**config.mk**
```make
export PLATFORM = sky130hd
export DESIGN_NAME = multi_mips_ctrl_flat
export DESIGN_NICKNAME = d
export VERILOG_FILES = /design/src/rtl/multi_mips_if.sv /design/src/rtl/multi_mips_ctrl.sv /design/src/flat_wrapper.sv
export SDC_FILE = /design/constraint.sdc
export NUM_CORES = 1
export LEC_CHECK = 0
export ABC_AREA = 1
export CORE_MARGIN = 8
export CORE_UTILIZATION = 40
export CTS_BUF_LIST = sky130_fd_sc_hd__clkbuf_8 sky130_fd_sc_hd__clkbuf_16
export CTS_CLUSTER_SIZE = 10
export DETAILED_ROUTE_END_ITERATION = 8
export PLACE_DENSITY = 0.67
export SLEW_MARGIN = 20
export SYNTH_ARGS = -nofsm -noshare
export SYNTH_HDL_FRONTEND = slang
export SYNTH_SLANG_ARGS = --single-unit
```
**constraint.sdc**
```tcl
create_clock -name clk -period 3.56 [get_ports clk]
set_input_delay 0.89 -clock clk [delete_from_list [all_inputs] [get_ports clk]]
set_output_delay 0.89 -clock clk [all_outputs]
set_load 0.02 [all_outputs]
```
**src/rtl/multi_mips_if.sv**
```systemverilog
// Control bundle between the multi-cycle MIPS controller (master) and the
// shared ALU/memory datapath (slave).
interface multi_mips_if #(
  parameter int CNT_W = 32
);
  logic [5:0]       opcode;
  logic             mem_ready;

  logic             pcwrite;
  logic             pcwritecond;
  logic             iord;
  logic             memread;
  logic             memwrite;
  logic             irwrite;
  logic             memtoreg;
  logic             regdst;
  logic             regwrite;
  logic             alusrca;
  logic [1:0]       alusrcb;
  logic [1:0]       aluop;
  logic [1:0]       pcsource;

  logic [3:0]       state;
  logic             illegal;
  logic [CNT_W-1:0] retired;

  modport master (
    input  opcode, mem_ready,
    output pcwrite, pcwritecond, iord, memread, memwrite, irwrite,
           memtoreg, regdst, regwrite, alusrca, alusrcb, aluop, pcsource,
           state, illegal, retired
  );

  modport slave (
    output opcode, mem_ready,
    input  pcwrite, pcwritecond, iord, memread, memwrite, irwrite,
           memtoreg, regdst, regwrite, alusrca, alusrcb, aluop, pcsource,
           state, illegal, retired
  );
endinterface

```
**src/rtl/multi_mips_ctrl.sv**
```systemverilog
// Multi-cycle MIPS control FSM: Moore control vector, memory wait handshake,
// sticky illegal-opcode trap and a wrapping retired-instruction counter.
//
// state      | meaning
// FETCH  (0) | read instruction at PC, PC+4 into PC when memory is ready
// DECODE (1) | register read, branch target into ALUOut, dispatch on opcode
// MEMADR (2) | lw/sw effective address rs+imm
// MEMRD  (3) | data read at ALUOut, held until memory is ready
// MEMWB  (4) | MDR into rt (retires lw)
// MEMWR  (5) | data write at ALUOut, held until memory is ready (retires sw)
// EXEC   (6) | R-type ALU operation on rs, rt
// ALUWB  (7) | ALUOut into rd (retires R-type)
// BRANCH (8) | rs-rt compare, conditional PC load (retires beq)
// JUMP   (9) | jump target into PC (retires j)
// ADDIEX(10) | rs+imm
// ADDIWB(11) | ALUOut into rt (retires addi)
// TRAP  (12) | unsupported opcode; all strobes off until reset
module multi_mips_ctrl #(
  parameter bit MEM_WAIT_EN = 1'b1,
  parameter bit JUMP_EN     = 1'b1,
  parameter int CNT_W       = 32
) (
  input logic          clk,
  input logic          rst,
  multi_mips_if.master bus
);

  typedef enum logic [3:0] {
    FETCH  = 4'd0,
    DECODE = 4'd1,
    MEMADR = 4'd2,
    MEMRD  = 4'd3,
    MEMWB  = 4'd4,
    MEMWR  = 4'd5,
    EXEC   = 4'd6,
    ALUWB  = 4'd7,
    BRANCH = 4'd8,
    JUMP   = 4'd9,
    ADDIEX = 4'd10,
    ADDIWB = 4'd11,
    TRAP   = 4'd12
  } state_t;

  localparam logic [5:0] OP_RTYPE = 6'b000000;
  localparam logic [5:0] OP_LW    = 6'b100011;
  localparam logic [5:0] OP_SW    = 6'b101011;
  localparam logic [5:0] OP_BEQ   = 6'b000100;
  localparam logic [5:0] OP_ADDI  = 6'b001000;
  localparam logic [5:0] OP_J     = 6'b000010;

  state_t           state_q;
  state_t           state_d;
  logic             retire;
  logic             rdy;
  logic             illegal_q;
  logic [CNT_W-1:0] retired_q;

  // With the wait handshake disabled every memory access completes in one cycle.
  assign rdy = MEM_WAIT_EN ? bus.mem_ready : 1'b1;

  always_ff @(posedge clk or posedge rst) begin
    if (rst) begin
      state_q <= FETCH;
    end else begin
      state_q <= state_d;
    end
  end

  always_comb begin
    state_d         = state_q;
    retire          = 1'b0;
    bus.pcwrite     = 1'b0;
    bus.pcwritecond = 1'b0;
    bus.iord        = 1'b0;
    bus.memread     = 1'b0;
    bus.memwrite    = 1'b0;
    bus.irwrite     = 1'b0;
    bus.memtoreg    = 1'b0;
    bus.regdst      = 1'b0;
    bus.regwrite    = 1'b0;
    bus.alusrca     = 1'b0;
    bus.alusrcb     = 2'b00;
    bus.aluop       = 2'b00;
    bus.pcsource    = 2'b00;

    case (state_q)
      FETCH: begin
        bus.memread = 1'b1;
        bus.alusrcb = 2'b01;
        bus.irwrite = rdy;
        bus.pcwrite = rdy;
        if (rdy) state_d = DECODE;
      end
      DECODE: begin
        bus.alusrcb = 2'b11;
        case (bus.opcode)
          OP_RTYPE:     state_d = EXEC;
          OP_LW, OP_SW: state_d = MEMADR;
          OP_BEQ:       state_d = BRANCH;
          OP_ADDI:      state_d = ADDIEX;
          OP_J:         state_d = JUMP_EN ? JUMP : TRAP;
          default:      state_d = TRAP;
        endcase
      end
      MEMADR: begin
        bus.alusrca = 1'b1;
        bus.alusrcb = 2'b10;
        state_d     = (bus.opcode == OP_SW) ? MEMWR : MEMRD;
      end
      MEMRD: begin
        bus.memread = 1'b1;
        bus.iord    = 1'b1;
        if (rdy) state_d = MEMWB;
      end
      MEMWB: begin
        bus.regwrite = 1'b1;
        bus.memtoreg = 1'b1;
        retire       = 1'b1;
        state_d      = FETCH;
      end
      MEMWR: begin
        // the write strobe stays asserted for the whole wait
        bus.memwrite = 1'b1;
        bus.iord     = 1'b1;
        if (rdy) begin
          retire  = 1'b1;
          state_d = FETCH;
        end
      end
      EXEC: begin
        bus.alusrca = 1'b1;
        bus.aluop   = 2'b10;
        state_d     = ALUWB;
      end
      ALUWB: begin
        bus.regdst   = 1'b1;
        bus.regwrite = 1'b1;
        retire       = 1'b1;
        state_d      = FETCH;
      end
      BRANCH: begin
        bus.alusrca     = 1'b1;
        bus.aluop       = 2'b01;
        bus.pcwritecond = 1'b1;
        bus.pcsource    = 2'b01;
        retire          = 1'b1;
        state_d         = FETCH;
      end
      JUMP: begin
        bus.pcwrite  = 1'b1;
        bus.pcsource = 2'b10;
        retire       = 1'b1;
        state_d      = FETCH;
      end
      ADDIEX: begin
        bus.alusrca = 1'b1;
        bus.alusrcb = 2'b10;
        state_d     = ADDIWB;
      end
      ADDIWB: begin
        bus.regwrite = 1'b1;
        retire       = 1'b1;
        state_d      = FETCH;
      end
      TRAP: begin
        state_d = TRAP;
      end
      default: begin
        state_d = TRAP;
      end
    endcase
  end

  // Set on the edge that enters TRAP; only reset clears it.
  always_ff @(posedge clk or posedge rst) begin
    if (rst) begin
      illegal_q <= 1'b0;
    end else if (state_d == TRAP) begin
      illegal_q <= 1'b1;
    end
  end

  always_ff @(posedge clk or posedge rst) begin
    if (rst) begin
      retired_q <= '0;
    end else if (retire) begin
      retired_q <= retired_q + CNT_W'(1);
    end
  end

  assign bus.state   = state_q;
  assign bus.illegal = illegal_q;
  assign bus.retired = retired_q;

endmodule
```
**src/flat_wrapper.sv**
```systemverilog
// flat-port wrapper written by rule: the top's interface ports become plain ports
module multi_mips_ctrl_flat 
#(
  parameter bit MEM_WAIT_EN = 1'b1,
  parameter bit JUMP_EN     = 1'b1,
  parameter int CNT_W       = 32
)
  (clk, rst, bus_opcode, bus_mem_ready, bus_pcwrite, bus_pcwritecond, bus_iord, bus_memread, bus_memwrite, bus_irwrite, bus_memtoreg, bus_regdst, bus_regwrite, bus_alusrca, bus_alusrcb, bus_aluop, bus_pcsource, bus_state, bus_illegal, bus_retired);
  multi_mips_if #(.CNT_W(CNT_W)) bus_i ();
  input logic clk;
  input logic rst;
  input wire logic [$bits(bus_i.opcode)-1:0] bus_opcode;
  input wire logic [$bits(bus_i.mem_ready)-1:0] bus_mem_ready;
  output wire logic [$bits(bus_i.pcwrite)-1:0] bus_pcwrite;
  output wire logic [$bits(bus_i.pcwritecond)-1:0] bus_pcwritecond;
  output wire logic [$bits(bus_i.iord)-1:0] bus_iord;
  output wire logic [$bits(bus_i.memread)-1:0] bus_memread;
  output wire logic [$bits(bus_i.memwrite)-1:0] bus_memwrite;
  output wire logic [$bits(bus_i.irwrite)-1:0] bus_irwrite;
  output wire logic [$bits(bus_i.memtoreg)-1:0] bus_memtoreg;
  output wire logic [$bits(bus_i.regdst)-1:0] bus_regdst;
  output wire logic [$bits(bus_i.regwrite)-1:0] bus_regwrite;
  output wire logic [$bits(bus_i.alusrca)-1:0] bus_alusrca;
  output wire logic [$bits(bus_i.alusrcb)-1:0] bus_alusrcb;
  output wire logic [$bits(bus_i.aluop)-1:0] bus_aluop;
  output wire logic [$bits(bus_i.pcsource)-1:0] bus_pcsource;
  output wire logic [$bits(bus_i.state)-1:0] bus_state;
  output wire logic [$bits(bus_i.illegal)-1:0] bus_illegal;
  output wire logic [$bits(bus_i.retired)-1:0] bus_retired;
  assign bus_i.opcode = bus_opcode;
  assign bus_i.mem_ready = bus_mem_ready;
  assign bus_pcwrite = bus_i.pcwrite;
  assign bus_pcwritecond = bus_i.pcwritecond;
  assign bus_iord = bus_i.iord;
  assign bus_memread = bus_i.memread;
  assign bus_memwrite = bus_i.memwrite;
  assign bus_irwrite = bus_i.irwrite;
  assign bus_memtoreg = bus_i.memtoreg;
  assign bus_regdst = bus_i.regdst;
  assign bus_regwrite = bus_i.regwrite;
  assign bus_alusrca = bus_i.alusrca;
  assign bus_alusrcb = bus_i.alusrcb;
  assign bus_aluop = bus_i.aluop;
  assign bus_pcsource = bus_i.pcsource;
  assign bus_state = bus_i.state;
  assign bus_illegal = bus_i.illegal;
  assign bus_retired = bus_i.retired;
  multi_mips_ctrl #(.MEM_WAIT_EN(MEM_WAIT_EN), .JUMP_EN(JUMP_EN), .CNT_W(CNT_W)) u_core (.clk(clk), .rst(rst), .bus(bus_i));
endmodule
```
==> results.md, run 1 <==
- Post-synthesis simple-gate area fraction: 0.416
- Unrepaired setup endpoints after global routing: no
- P_leak: 1.35 nW
- Synth Register Bits: 37
- Clock network power share: 0.424
- Clock Latency Late Sink: 0.29 ns
- Synth-to-Final Area Change: 29.7%
- Die Wd: 95.8 um
- N_diodes: 0
- Status: finished clean
- Hold crit path type: reg -> reg
- Synth area leaders: dfrtp_1, nand2_1, nor2_1
- CTS H-tree lvls: 2
- Total GRT Usage: 0.154
- Top post-synthesis cells by count: nand2_1, nor2_1, inv_1
- Vias: 2,540
- Sw frac: 0.218
- Sum Neg Setup Slack: 0 ns
- Worst slew margin: 0.445
- Cell Pwr Density: 234 mW/mm2
- Fin crit period: 3.30 ns
- First-pass GRT wire length: roughly 11 mm
- Post-synthesis mux area share: 0
- Critical path launch point type: input pin
- CTS tree: yes
- Cell Area, Synth: 0.00255 mm2
- Switching power total: ~0.17 mW
- Ys flop type: dfrtp_1
- Post-cts resize count: 0
- Die area: 0.00918 mm2
- CP required: 2.67 ns
- Register area share after synthesis: 0.363
- Port Buffers: approximately 60
- Syn Nets: 396
- Critical Path Sink Type: primary output
- Pre-Repair DR Iteration Count: 4
- Synth unique cells: 29
- Synth Area in XOR/XNOR: 0.0515
- Total gr overflow: 0
- Type of the worst setup path: in -> out
- Hpwl dp: 5.38 mm
- Max Cap Viol: 0
- Routed len/inst: 12.5 um
- IO Count: 62
- Max-slew violations: 0
- Layout cells sized above 1: 0.0863
- Antenna-violating nets left: 0
- CP Data Arrival Time: 2.41 ns
- Logic pwr share: 0.035
- Nets: 461
- Reg power frac: 0.542
- Syn avg cell area: 6.60 um2
- Post-layout util: 0.530
- Vias in the first global route: 2,478
- Die Y: 95.8 um
- Post-synthesis compound-gate area fraction: 0.0756
- Area share of the largest cell type after synthesis: 0.363
- Largest net degree at the start of global routing: 40
- Root Driver: clkbuf_8
- Most numerous cell in the Yosys netlist: nand2_1
- Share of the clock period used by the worst path: 0.927
- Num CTS Buffers: 5
- Int Power: 0.606 mW
- DRT iter0 DRCs: 124
- DRT Wirelength: about 6.6 mm
- Hold Vio Cnt, Final: 0
- Total clock sinks: 37
- Clk buf depth: 2
- Clock Skews: between 0.004 and 0.005 ns
- Drt drc: 0
- Post-synth EDFFs: 0
- Cells after synthesis: 386
- Worst-path clk slew: about 0.08 ns
- Worst slew pin tran: 0.830 ns
- Via density: about 4.8
- Final setup fails: 0
- Peak supply drop: 0.145 mV
- Largest family of logic cells by synthesized area: simple AND/OR/NAND/NOR gates
- Post-CTS setup buffers: 0
- Core area: 0.00624 mm2
- YS warnings: 0
- Initial core utilization: 0.408
- Adder-cell share of the synthesized area: 0.00491
- Max Fclk: 303 MHz
- CP max FO: 5
- Async set-reset flop share out of synthesis: 1.00
- # rows: 29
- Hold_buf cts: 0
- Initial antenna violation count: 0
- GPL Wtd Cong: 0.877
- Area leader, netlist: dfrtp_1
==> layout by cell type, fill, tap and decap left out <==
cell type / count
nand2_2: 8
a31oi_1: 1
nor2_2: 2
o21ai_0: 11
inv_1: 38
clkinv_2: 1
nor2_1: 72
a21oi_2: 1
clkbuf_8: 7
nand3_1: 16
and3_1: 1
a21oi_1: 1
or2_1: 1
nor4_1: 1
clkdlybuf4s50_1: 61
nand3_2: 1
inv_2: 3
o21ai_2: 12
xor2_1: 3
dfrtp_1: 37
nand2_1: 147
nand4_1: 2
buf_4: 3
o22ai_1: 2
xnor2_1: 12
nor3_1: 1
nand3b_1: 5
nor2_4: 1
ha_1: 1
==> metal layers <==
metal	part of all wire	routed length, um	global-route usage	vias up
met3	0.050	333	0.0328	9
met4	0.016	108	0.0474	0
li1	-	-	-	1326
met5	0	0	0	-
met2	0.49	3260	0.268	58
met1	0.44	2900	0.186	1147
==> registers in the layout (all words and copies together), names as in the netlist <==
signal              count
u_core.bus.state        4
u_core.bus.retired     32
u_core.bus.illegal      1
==> through the flow <==
step | hold slack (ns) | instance area (um2) | setup slack (ns) | power (mW) | cells
floorplan | 0.574 | 2550 | 1.02 | 0.441 | 386
detailed placement | 0.483 | 3210 | 0.267 | 0.456 | 521
global placement | 0.457 | 3210 | 0.300 | 0.455 | 521
global route | 0.538 | 3310 | 0.175 | 0.803 | 529
finish | 0.503 | 3310 | 0.260 | 0.775 | 529
CTS | 0.511 | 3310 | 0.267 | 0.782 | 529
==> worst max-delay path, cell delays in order <==
cell             delay, ns
clkdlybuf4s50_1       0.53
inv_1                 0.08
nor2_1                0.14
inv_1                 0.07
o21ai_0               0.07
clkdlybuf4s50_1       0.63
==> power groups by stage <==
stage / clock network (mW) / registers [mW] / logic, mW
CTS: 0.335 / 0.420 / 0.0279
detailed placement: 0 / 0.428 / 0.0279
global route: 0.351 / 0.420 / 0.0319
global placement: 0 / 0.428 / 0.0269
finish: 0.328 / 0.420 / 0.0269
floorplan: 0 / 0.428 / 0.0124
==> cell families (layout without fill, tap and decap cells) <==
family	Yosys count	in the layout
and+or+nand+nor	258	258
buffers and inverters	47	113
DFF	37	37
AOI/OAI and AO/OA	28	28
xor gates and xnor gates	15	15
adders and majority gates	1	1
==> cell type report <==
class	instances	area, um2
clock buffers	7	96.3
clock inverters	1	5.00
fillers	652	2930
inverters	41	154
multi-input cells	302	1400
flip-flops and latches	37	926
well taps	77	96.3
repair buffers	64	633
==> path summary, 6_finish.rpt <==
path	depth (start not counted)	slack, ns	startpoint	endpoint
setup / recovery	6	0.26	bus_mem_ready	bus_pcwrite
hold / removal	2	0.50	u_core.bus.illegal	u_core.bus.illegal
hold reg to reg	2	0.50	u_core.bus.illegal	u_core.bus.illegal
setup reg to reg	10	1.46	u_core.bus.state[1]	u_core.bus.retired[24]
max in group asynchronous	3	2.23	rst	u_core.bus.retired[14]
min in group asynchronous	3	1.00	rst	u_core.bus.retired[19]
Note: power is estimated with default switching activity, not from simulation.
==> run 2: changes to the inputs <==
- CORE_ASPECT_RATIO: unset -> 0.75
==> run 2 against run 1 <==
First-iteration DRC count up 35%; flip-flop and latch count unchanged; sequential power about the same; critical path depth unchanged; combinational power about the same; final area down 0.68%; non-clock buffer count unchanged; die area up 0.28%; clock skew down 0.0011 ns; register-to-register slack better by 0.11 ns; clock power down 19%; critical path type unchanged; largest cell class unchanged; largest power group unchanged; highest routed layer unchanged.
==> results.md, run 2 (same netlist as run 1, synthesis figures left out) <==
- Post-layout util: 0.528
- CTS tree: yes
- IO Count: 62
- Pwr Total: between 0.7 and 0.8 mW
- CP Data Arrival Time: 2.41 ns
- Cell Pwr Density: roughly 220 mW/mm2
- Clk buf depth: 2
- Post-CTS setup buffers: 0
- Finished Cell Area: roughly 0.0033 mm2
- CTS H-tree lvls: 2
- Pre-Repair DR Iteration Count: 5
- Die area: ~0.0092 mm2
- Core area: 0.00622 mm2
- First-pass GRT wire length: 11.1 mm
- Worst slew margin: 0.656
- Hold Vio Cnt, Final: 0
- Final setup fails: 0
- Hpwl dp: 5.44 mm
- Die Y: around 85 um
- Root Driver: clkbuf_8
- Max Cap Viol: 0
- Critical path launch point type: input pin
- Fin crit period: 3.30 ns
- Num CTS Buffers: 5
- Hold WS: 0.462 ns
- Max Fclk: around 300 MHz
- Number of flip-flops under the largest register name: 32
- Vias: around 2,500
- CP max FO: 5
- Port Buffers: 61
- DRT iter0 DRCs: 167
- Critical Path Sink Type: primary output
- Unrepaired setup endpoints after global routing: no
- Die Wd: 108 um
- Initial core utilization: 0.409
- Total gr overflow: 0
- P_leak: 1.34 nW
- Worst slew pin tran: 0.515 ns
- Routed len/inst: 12.6 um
- Total clock sinks: 37
- Commonest non-fill, non-tap cell in the layout: nand2_1
- Type of the worst setup path: in -> out
- Clock Latency Late Sink: 0.28 ns
- Worst-path clk slew: ~0.070 ns
- Post-cts resize count: 0
- Layout cells sized above 1: 0.0822
- CP required: 2.67 ns
- Status: finished clean
- Commonest cells after routing, fill and taps aside: nand2_1, nor2_1, clkdlybuf4s50_1
- Max-slew violations: 0
- Largest net degree at the start of global routing: 38
- Via density: around 4.8
- Placed Area: about 0.0032 mm2
- # rows: 25
- N_diodes: 0
- DRT Wirelength: 6.69 mm
- Sum Neg Setup Slack: 0 ns
- Antenna-violating nets left: 0
- Peak supply drop: 0.183 mV
- Vias in the first global route: between 2,000 and 2,500
- Total GRT Usage: 0.148
- Nets: 461
- Hold_buf cts: 0
- Hold crit path type: reg -> reg
- Clock Skews: about 0.0039 ns
- Drt drc: 0
- Initial antenna violation count: 0
- Share of the clock period used by the worst path: 0.928
- GPL Wtd Cong: 0.920
- Synth-to-Final Area Change: 28.9%
==> run 2: changes by cell type in the layout (fill, tap and decap cells not counted), sizes merged <==
cell    delta
clkbuf     -2
==> run 2: path summary, 6_finish.rpt <==
path                                      from                      to  slack (ns)  cells after the start
min                         u_core.bus.illegal      u_core.bus.illegal        0.46                      2
min reg2reg                 u_core.bus.illegal      u_core.bus.illegal        0.46                      2
max                              bus_mem_ready             bus_pcwrite        0.26                      6
min in group asynchronous                  rst  u_core.bus.retired[12]        1.02                      3
max reg2reg                u_core.bus.state[1]  u_core.bus.retired[30]        1.57                     10
max in group asynchronous                  rst  u_core.bus.retired[19]        2.22                      3
==> run 2: metal layers <==
layer,global-route usage,vias up,share of wire
li1,-,1311,-
met1,0.210,1167,0.51
met2,0.222,66,0.42
met3,0.0333,4,0.069
met4,0.0276,0,0.0046
met5,0,-,0
==> run 2: area by class of cell <==
class,count,area [um2]
repair buffers,64,633
clock inverters,1,5.00
clock buffers,5,68.8
well taps,81,101
flip-flops and latches,37,926
multi-input cells,302,1400
fillers,631,2940
inverters,41,154
==> run 2: critical path: stages <==
cell	delay (ns)
clkdlybuf4s50_1	0.54
inv_1	0.07
nor2_1	0.13
inv_1	0.07
o21ai_0	0.07
clkdlybuf4s50_1	0.64
==> run 2: metrics by stage <==
| step | cells | setup WS [ns] |
|---|---|---|
| 2_1_floorplan | 386 | 1.02 |
| 3_3_place_gp | 525 | 0.302 |
| 3_5_place_dp | 525 | 0.258 |
| 4_1_cts | 531 | 0.260 |
| 5_1_grt | 531 | 0.151 |
| 6_report | 531 | 0.256 |
==> run 2: power breakdown <==
group | leakage (nW) | internal, mW | switching [mW]
Combinational | 0.812 | 0.0111 | 0.0157
Clock | 0.0399 | 0.129 | 0.138
Sequential | 0.486 | 0.420 | 0
==> run 3: changes to the inputs <==
- CAP_MARGIN: unset -> 0
==> results of run 3 <==
Same layout as run 2: the final DEF is identical, and so are final timing and power.
